File: src/rtl/pipeline_stage_register.sv
// Parametrised inter-stage pipeline register: DEPTH back-to-back stages with
// per-stage valid and flush, a global stall, and saturating stall/flush
// counters for the debug/perf path.
module pipeline_stage_register #(
    parameter int unsigned      WIDTH       = 32,
    parameter int unsigned      DEPTH       = 1,
    parameter logic [WIDTH-1:0] CLEAR_VALUE = '0,
    parameter int unsigned      CNT_W       = 16
) (
    input  logic             clk,
    input  logic             reset,
    input  logic             stall,
    input  logic [DEPTH-1:0] flush,
    input  logic [WIDTH-1:0] d_in,
    input  logic             v_in,
    output logic [WIDTH-1:0] d_out,
    output logic             v_out,
    output logic [2:0]       occupancy,
    output logic [CNT_W-1:0] stall_cycles,
    output logic [CNT_W-1:0] flush_events
);

    localparam logic [CNT_W-1:0] CNT_MAX = {CNT_W{1'b1}};

    // Reject unsupported chain depths at elaboration time.
    if (DEPTH == 0 || DEPTH > 4) begin : g_depth_check
        $error("pipeline_stage_register: DEPTH must be in 1..4");
    end

    logic [WIDTH-1:0] data_q [DEPTH];
    logic [WIDTH-1:0] data_d [DEPTH];
    logic [DEPTH-1:0] valid_q;
    logic [DEPTH-1:0] valid_d;
    logic [CNT_W-1:0] stall_cnt_q;
    logic [CNT_W-1:0] stall_cnt_d;
    logic [CNT_W-1:0] flush_cnt_q;
    logic [CNT_W-1:0] flush_cnt_d;

    // Next stage contents: advance unless stalled, then flush overrides per stage.
    always_comb begin
        for (int i = 0; i < int'(DEPTH); i++) begin
            data_d[i] = data_q[i];
        end
        valid_d = valid_q;
        if (!stall) begin
            data_d[0]  = d_in;
            valid_d[0] = v_in;
            for (int i = 1; i < int'(DEPTH); i++) begin
                data_d[i]  = data_q[i-1];
                valid_d[i] = valid_q[i-1];
            end
        end
        for (int i = 0; i < int'(DEPTH); i++) begin
            if (flush[i]) begin
                data_d[i]  = CLEAR_VALUE;
                valid_d[i] = 1'b0;
            end
        end
    end

    // Saturating perf counters; they stop at all-ones rather than wrapping.
    always_comb begin
        stall_cnt_d = stall_cnt_q;
        flush_cnt_d = flush_cnt_q;
        if (stall && stall_cnt_q != CNT_MAX) begin
            stall_cnt_d = stall_cnt_q + CNT_W'(1);
        end
        if (|flush && flush_cnt_q != CNT_MAX) begin
            flush_cnt_d = flush_cnt_q + CNT_W'(1);
        end
    end

    // Stage and counter registers; reset drops all in-flight data immediately.
    always_ff @(posedge clk or negedge reset) begin
        if (!reset) begin
            for (int i = 0; i < int'(DEPTH); i++) begin
                data_q[i] <= CLEAR_VALUE;
            end
            valid_q     <= '0;
            stall_cnt_q <= '0;
            flush_cnt_q <= '0;
        end else begin
            for (int i = 0; i < int'(DEPTH); i++) begin
                data_q[i] <= data_d[i];
            end
            valid_q     <= valid_d;
            stall_cnt_q <= stall_cnt_d;
            flush_cnt_q <= flush_cnt_d;
        end
    end

    // Number of stages currently holding valid payload.
    always_comb begin
        occupancy = '0;
        for (int i = 0; i < int'(DEPTH); i++) begin
            occupancy = occupancy + 3'(valid_q[i]);
        end
    end

    assign d_out        = data_q[DEPTH-1];
    assign v_out        = valid_q[DEPTH-1];
    assign stall_cycles = stall_cnt_q;
    assign flush_events = flush_cnt_q;

endmodule

File: config.mk
export PLATFORM = sky130hd
export DESIGN_NAME = pipeline_stage_register
export DESIGN_NICKNAME = d
export VERILOG_FILES = /design/src/rtl/pipeline_stage_register.sv
export SDC_FILE = /design/constraint.sdc
export NUM_CORES = 1
export LEC_CHECK = 0
export CORE_MARGIN = 2
export CORE_UTILIZATION = 48
export DETAILED_ROUTE_END_ITERATION = 8
export GPL_ROUTABILITY_DRIVEN = 0
export PLACE_DENSITY = 0.83
export SLEW_MARGIN = 10
export SYNTH_ARGS = -nofsm -noshare
export SYNTH_HDL_FRONTEND = slang
export SYNTH_SLANG_ARGS = --single-unit
File: constraint.sdc
create_clock -name clk -period 5.5 [get_ports clk]
set_clock_uncertainty 0.05 [all_clocks]
set_input_delay 1.375 -clock clk [delete_from_list [all_inputs] [get_ports clk]]
set_output_delay 1.375 -clock clk [all_outputs]
set_load 0.01 [all_outputs]
==> results of run 1 <==
==> cell families after synthesis <==
kind of cell / synth area share
DFF: 0.5660
and+or+nand+nor: 0.1702
AOI/OAI and AO/OA: 0.01916
adders and majority gates: 0.008706
muxes: 0.1319
other: 0.001305
xor gates and xnor gates: 0.07923
buffers and inverters: 0.02351
==> worst max path at each step <==
stage / endpoint / slack [ns] / cells past startpoint
global route: flush_events[15] / 2.27 / 6
detailed placement: flush_events[15] / 2.08 / 6
CTS: flush_events[15] / 2.39 / 6
finish: flush_events[15] / 2.35 / 6
global placement: flush_events[15] / 2.19 / 6
floorplan: d_out[11] / 3.09 / 4
==> worst max-delay path: cells and delay by family <==
family	cells	cell delay, ns
xor gates and xnor gates	1	0.17
and+or+nand+nor	3	0.94
buffers and inverters	2	0.87
==> flip-flops by register name, summed over array words and instances, names as in the netlist <==
name,cells
d_out,32
flush_events,16
stall_cycles,16
v_out,1
==> stage by stage <==
stage / cell area, um^2 / instances / setup slack [ns] / hold WS (ns) / power [mW]
2_1_floorplan: 2878 / 244 / 3.089 / 0.4697 / 0.7690
3_3_place_gp: 3938 / 412 / 2.188 / 0.4310 / 0.9557
3_5_place_dp: 3938 / 412 / 2.082 / 0.4477 / 0.9675
4_1_cts: 4145 / 428 / 2.386 / 0.4582 / 1.386
5_1_grt: 4145 / 428 / 2.271 / 0.4697 / 1.449
6_report: 4145 / 428 / 2.350 / 0.4550 / 1.372
==> metal layers <==
layer,part of all wire,track usage
met5,0,0
met4,0.018,0.09322
met3,0.058,0.05556
met2,0.49,0.3426
met1,0.43,0.2522
==> cell type report <==
cell class	count	area, um^2	share of cell area
Sequential cell	65	1627	0.3924
Multi-Input combinational cell	167	1184	0.2855
Timing Repair Buffer	105	1033	0.2493
Clock buffer	14	172.7	0.04165
Tap cell	75	93.84	0.02264
Clock inverter	2	35.03	0.008452
==> power by group through the flow <==
stage | Clock, mW | Combinational, mW | Sequential [mW]
global route | 0.450 | 0.361 | 0.638
floorplan | 0 | 0.123 | 0.646
finish | 0.415 | 0.331 | 0.627
CTS | 0.425 | 0.336 | 0.625
detailed placement | 0 | 0.335 | 0.633
global placement | 0 | 0.326 | 0.630
==> placed cells by master (no fill, tap or decap), types with 3 or more instances in the layout <==
master and n:
sky130_fd_sc_hd__xor2_1 5, sky130_fd_sc_hd__and4_1 4, sky130_fd_sc_hd__nor2_1 36, sky130_fd_sc_hd__mux2_2 3
sky130_fd_sc_hd__xnor2_1 21, sky130_fd_sc_hd__and3_1 6, sky130_fd_sc_hd__clkbuf_8 12, sky130_fd_sc_hd__clkdlybuf4s50_1 100
sky130_fd_sc_hd__dfrtp_1 65, sky130_fd_sc_hd__nand4_1 16, sky130_fd_sc_hd__nand2_1 8, sky130_fd_sc_hd__nand3_1 14
sky130_fd_sc_hd__buf_4 3, sky130_fd_sc_hd__mux2i_1 33
==> results.toml, run 1 <==
[outcome]
result_of_the_run = "completed"

[yosys]
ys_async_sr_fraction = 1.000
ys_dominant_reg_cell = "sky130_fd_sc_hd__dfrtp_1"
synth.top_cells.by_count = "sky130_fd_sc_hd__dfrtp_1, sky130_fd_sc_hd__nor2_1, sky130_fd_sc_hd__mux2i_1, sky130_fd_sc_hd__xnor2_1, sky130_fd_sc_hd__nand4_1"
yosysWarningCount = 0
yosys.area.top_type_share = 0.5660
synth_cell_types = 33
synth.area.top_cells = "sky130_fd_sc_hd__dfrtp_1, sky130_fd_sc_hd__mux2i_1, sky130_fd_sc_hd__xnor2_1"
post_synth_inst_count = 243
synth_largest_area_cell = "sky130_fd_sc_hd__dfrtp_1"
synth.yosys.seq_area_share = 0.5660
synth.ff_latch_count = 65
yosysMostFrequentCell = "sky130_fd_sc_hd__dfrtp_1"
synth.cell_area_mm2 = 0.002874
number_of_enable_flip_flop_cells_after_synthesis = 0
postSynthAreaPerCell_um2 = 11.83

[worst_setup_path]
r2r-start = "flush_events[1]"
worst_path_max_delay_cell = "sky130_fd_sc_hd__clkdlybuf4s50_1"
critPathArrivalTime_ns = 3.36
regToRegSetupSlack_ns = 3.47
worst_setup_path_start_kind = "input port"
critical_path_class = "input port to flip-flop"
critical_path.reg2reg.endpoint = "flush_events[1]"
max_stage_delay_ns = 0.47
timing.critical_path.from = "flush"
timing.critical_path.to_type = "flip-flop"
worstPathMaxFanout = 42
reg2regPathDepth = 5
data_required_time_of_the_worst_path_ns = 5.71
crit_path_cells = "clkdlybuf4s50_1 -> buf_4 -> nand4_1 -> nor4_1 -> nor3b_1 -> xor2_1"

[sta]
min_period_ns = 3.150
timing.final.hold_violations = 0
fmax_ghz = 0.3175
slew_violations = 0
timing.final.setup_violations = 0
period_share = 0.5726
timing.setup.tns_ns = 0
timing.slew.headroom = 0.5245
timing_worst_slew_pin_value_ns = 0.7133
grt_setup_unrepaired = "false"

[routing]
detailedRoute.firstPassIterationCount = 4
totalWireLength_mm = 6.392
post-route-drc-count = 0
antenna_left = 0
drt_first_iter_violations = 95
via_count = 2273
via_per_inst = 5.311
avgRoutedWirePerCell_um = 14.93

[power_and_ir_drop]
p_int_mw = 0.9873
power.net_switching_mw = 0.3851
worst_voltage_drop_across_the_vdd_grid_mv = 0.2734
clockPowerShare = 0.302
power.switching_fraction = 0.2806
total_leakage_power_nw = 1.864
share_seq_of_total_power = 0.457
power_frac_comb = 0.241
power_per_cell_area_mw_per_mm2 = 331.1

[cts]
clkLatencyLatePin_ns = 0.33
cts_repair_resize_count = 0
ctsRootBufferMaster = "sky130_fd_sc_hd__clkbuf_8"
holdBufCountCts = 0
clk_pin_slew_worst_setup_hold_paths_ns = 0.06
htree_num_levels = 3
post_cts.repair.setup_buffers = 0
cts.sinks = 65
tritoncts.num_buffers = 9
clock_tree_from_tritoncts = "done"
cts.path.max_buffers = 2

[worst_hold_path]
min_path_cells = 1
hold_crit_path_type = "flip-flop to flip-flop"
hold_end = "flush_events[15]"
hold_path_startpoint = "flush_events[15]"

[floorplan]
fp.dieArea_mm2 = 0.006623
placement_rows = 28
die-width_um = 81.38
core_mm2 = 0.005851
initial_utilization = 0.4912
io-pin-count = 105
die_h_um = 81.38

[place]
post_detail_place_hpwl_mm = 4.452
port-buffer-count = 102

[global_routing]
grt_pass1_wl_mm = 10.45
grtUsageTotal = 0.2069
grt_pass1_vias = 2232
grt_start_max_net_pins = 58
grt_overflow_total = 0
antenna_found_initial = 0

[final_layout]
nets_final = 387
finalCoreUtilization = 0.7085
layout-area-overhead-vs-synth_pct = 44.23
antennaDiodeCount = 0
num-fill-cells = 428
drive_gt1_frac = 0.07649

[flow_run]
timing.max_cap.violations = 0
Note: power is estimated with default switching activity, not from simulation.
==> run 2: changes to the inputs <==
- CORE_UTILIZATION: 48 -> 40
- PLACE_DENSITY: 0.83 -> 0.74
- clock period: 5.5 -> 2.7 ns (I/O delays scaled with it)
==> run 2 against run 1 <==
  * Sequential power rose by 100%
  * Count of clock-buffer cells in the layout unchanged
  * Highest routed layer unchanged
  * Sequential cell count is the same
==> results.toml, run 2 (synthesized netlist as in run 1, its figures left out) <==
[routing]
antenna_left = 0
avgRoutedWirePerCell_um = 13.82
via_per_inst = 5.085
via_count = 2278
totalWireLength_mm = 6.190
drt_first_iter_violations = 91
detailedRoute.firstPassIterationCount = 4
post-route-drc-count = 0

[sta]
timing.setup.tns_ns = 0
grt_setup_unrepaired = "false"
slew_violations = 0
fmax_ghz = 0.4720
timing.slew.headroom = 0.5867
setup_slack_ns = 0.5815
min_period_ns = 2.118
timing_worst_slew_pin_value_ns = 0.6200
timing.final.hold_violations = 0
period_share = 0.7846
timing.final.setup_violations = 0

[final_layout]
layout_common_cells = "sky130_fd_sc_hd__clkdlybuf4s50_1, sky130_fd_sc_hd__dfrtp_1, sky130_fd_sc_hd__nor2_1"
register_area_mm2 = 0.001627
area_of_combinational_cells_with_multiple_inputs_mm2 = 0.001184
final_area_mm2 = 0.004146
layout.cells.most_common = "sky130_fd_sc_hd__clkdlybuf4s50_1"
layout-area-overhead-vs-synth_pct = 44.28
layoutNonFillerInstCount = 448
finalCoreUtilization = 0.6036
num-fill-cells = 596
largest_register_ffs = 32
antennaDiodeCount = 0
drive_gt1_frac = 0.07102
nets_final = 388

[cts]
post_cts.repair.setup_buffers = 0
clkLatencyLatePin_ns = 0.32
ctsRootBufferMaster = "sky130_fd_sc_hd__clkbuf_8"
clk_pin_slew_worst_setup_hold_paths_ns = 0.06
holdBufCountCts = 0
cts.path.max_buffers = 2
cts_repair_resize_count = 0
htree_num_levels = 3
cts.sinks = 65
tritoncts.num_buffers = 9
clock_tree_from_tritoncts = "done"

[place]
post_detail_place_hpwl_mm = 4.476
placedCellCount = 434
placed_area_mm2 = 0.003984
dp_worst_setup_slack_ns = 0.3981
port-buffer-count = 102

[global_routing]
antenna_found_initial = 0
grt_pass1_wl_mm = 10.36
grtUsageTotal = 0.1708
grt_start_max_net_pins = 42
grt_pass1_vias = 2217
grt_overflow_total = 0

[worst_setup_path]
crit_path_cells = "clkdlybuf4s50_1"
max_stage_delay_ns = 0.59
critPathArrivalTime_ns = 1.39
worst_path_max_delay_cell = "sky130_fd_sc_hd__clkdlybuf4s50_1"
worst_setup_path_start_kind = "flip-flop"
critical_path_class = "flip-flop to output port"
data_required_time_of_the_worst_path_ns = 1.98
path_buf_inv = 1
worstPathMaxFanout = 7
timing.critical_path.to_type = "output port"
cpLargestDelayFamily = "buffers and inverters"

[power_and_ir_drop]
worst_voltage_drop_across_the_vdd_grid_mv = 0.5350
power_frac_comb = 0.256
p_int_mw = 1.886
power.net_switching_mw = 0.7630
power.switching_fraction = 0.2880
share_seq_of_total_power = 0.483
clockPowerShare = 0.261
total_leakage_power_nw = 1.850
power_per_cell_area_mw_per_mm2 = 638.9

[worst_hold_path]
hold_crit_path_type = "input port to async pin"

[floorplan]
placement_rows = 30
initial_utilization = 0.4184
core_mm2 = 0.006869
io-pin-count = 105
die_h_um = 88.77
die-width_um = 88.77
fp.dieArea_mm2 = 0.007879

[flow_run]
timing.max_cap.violations = 0

[outcome]
result_of_the_run = "completed"
run 2: cell types whose count changed in the layout (fill, tap and decap cells not counted), sizes merged:
cell	change
buf	+1
bufinv	-1
clkinv	-1
run 2: worst paths after layout:
path,startpoint,to,slack [ns],cells after the start
min in group clk,stall_cycles[15],stall_cycles[15],0.44,1
max in group asynchronous,reset,stall_cycles[2],1.68,2
worst min-delay path,reset,stall_cycles[13],0.31,1
worst max-delay path,stall_cycles[2],stall_cycles[2],0.58,1
worst max register to register,flush_events[0],flush_events[1],0.69,5
worst min register to register,stall_cycles[15],stall_cycles[15],0.44,1
run 2: layout make-up:
cell class / instances / share of cell area
Tap cell: 96 / 0.02897
Sequential cell: 65 / 0.3923
Multi-Input combinational cell: 167 / 0.2855
Timing Repair Buffer: 106 / 0.2541
Clock buffer: 14 / 0.03923
run 2: per-stage QoR:
stage / total power, mW / hold WS [ns]
after floorplan: 1.567 / 0.3294
after global placement: 1.962 / 0.4404
after detailed placement: 1.976 / 0.4429
after CTS: 2.684 / 0.3202
after global routing: 2.814 / 0.3474
final: 2.649 / 0.3136
run 2: routing by layer:
metal | global-route usage | share of wire | routed length [um]
met5 | 0 | 0 | 0
met4 | 0.05372 | 0.016 | 101
met3 | 0.06157 | 0.062 | 386
met2 | 0.2788 | 0.49 | 3047
met1 | 0.2124 | 0.43 | 2655
run 2: power by group through the flow:
stage	logic, mW	clock network (mW)	registers, mW
floorplan	0.251	0	1.32
global placement	0.672	0	1.29
detailed placement	0.684	0	1.29
CTS	0.688	0.718	1.28
global route	0.741	0.767	1.31
finish	0.677	0.692	1.28
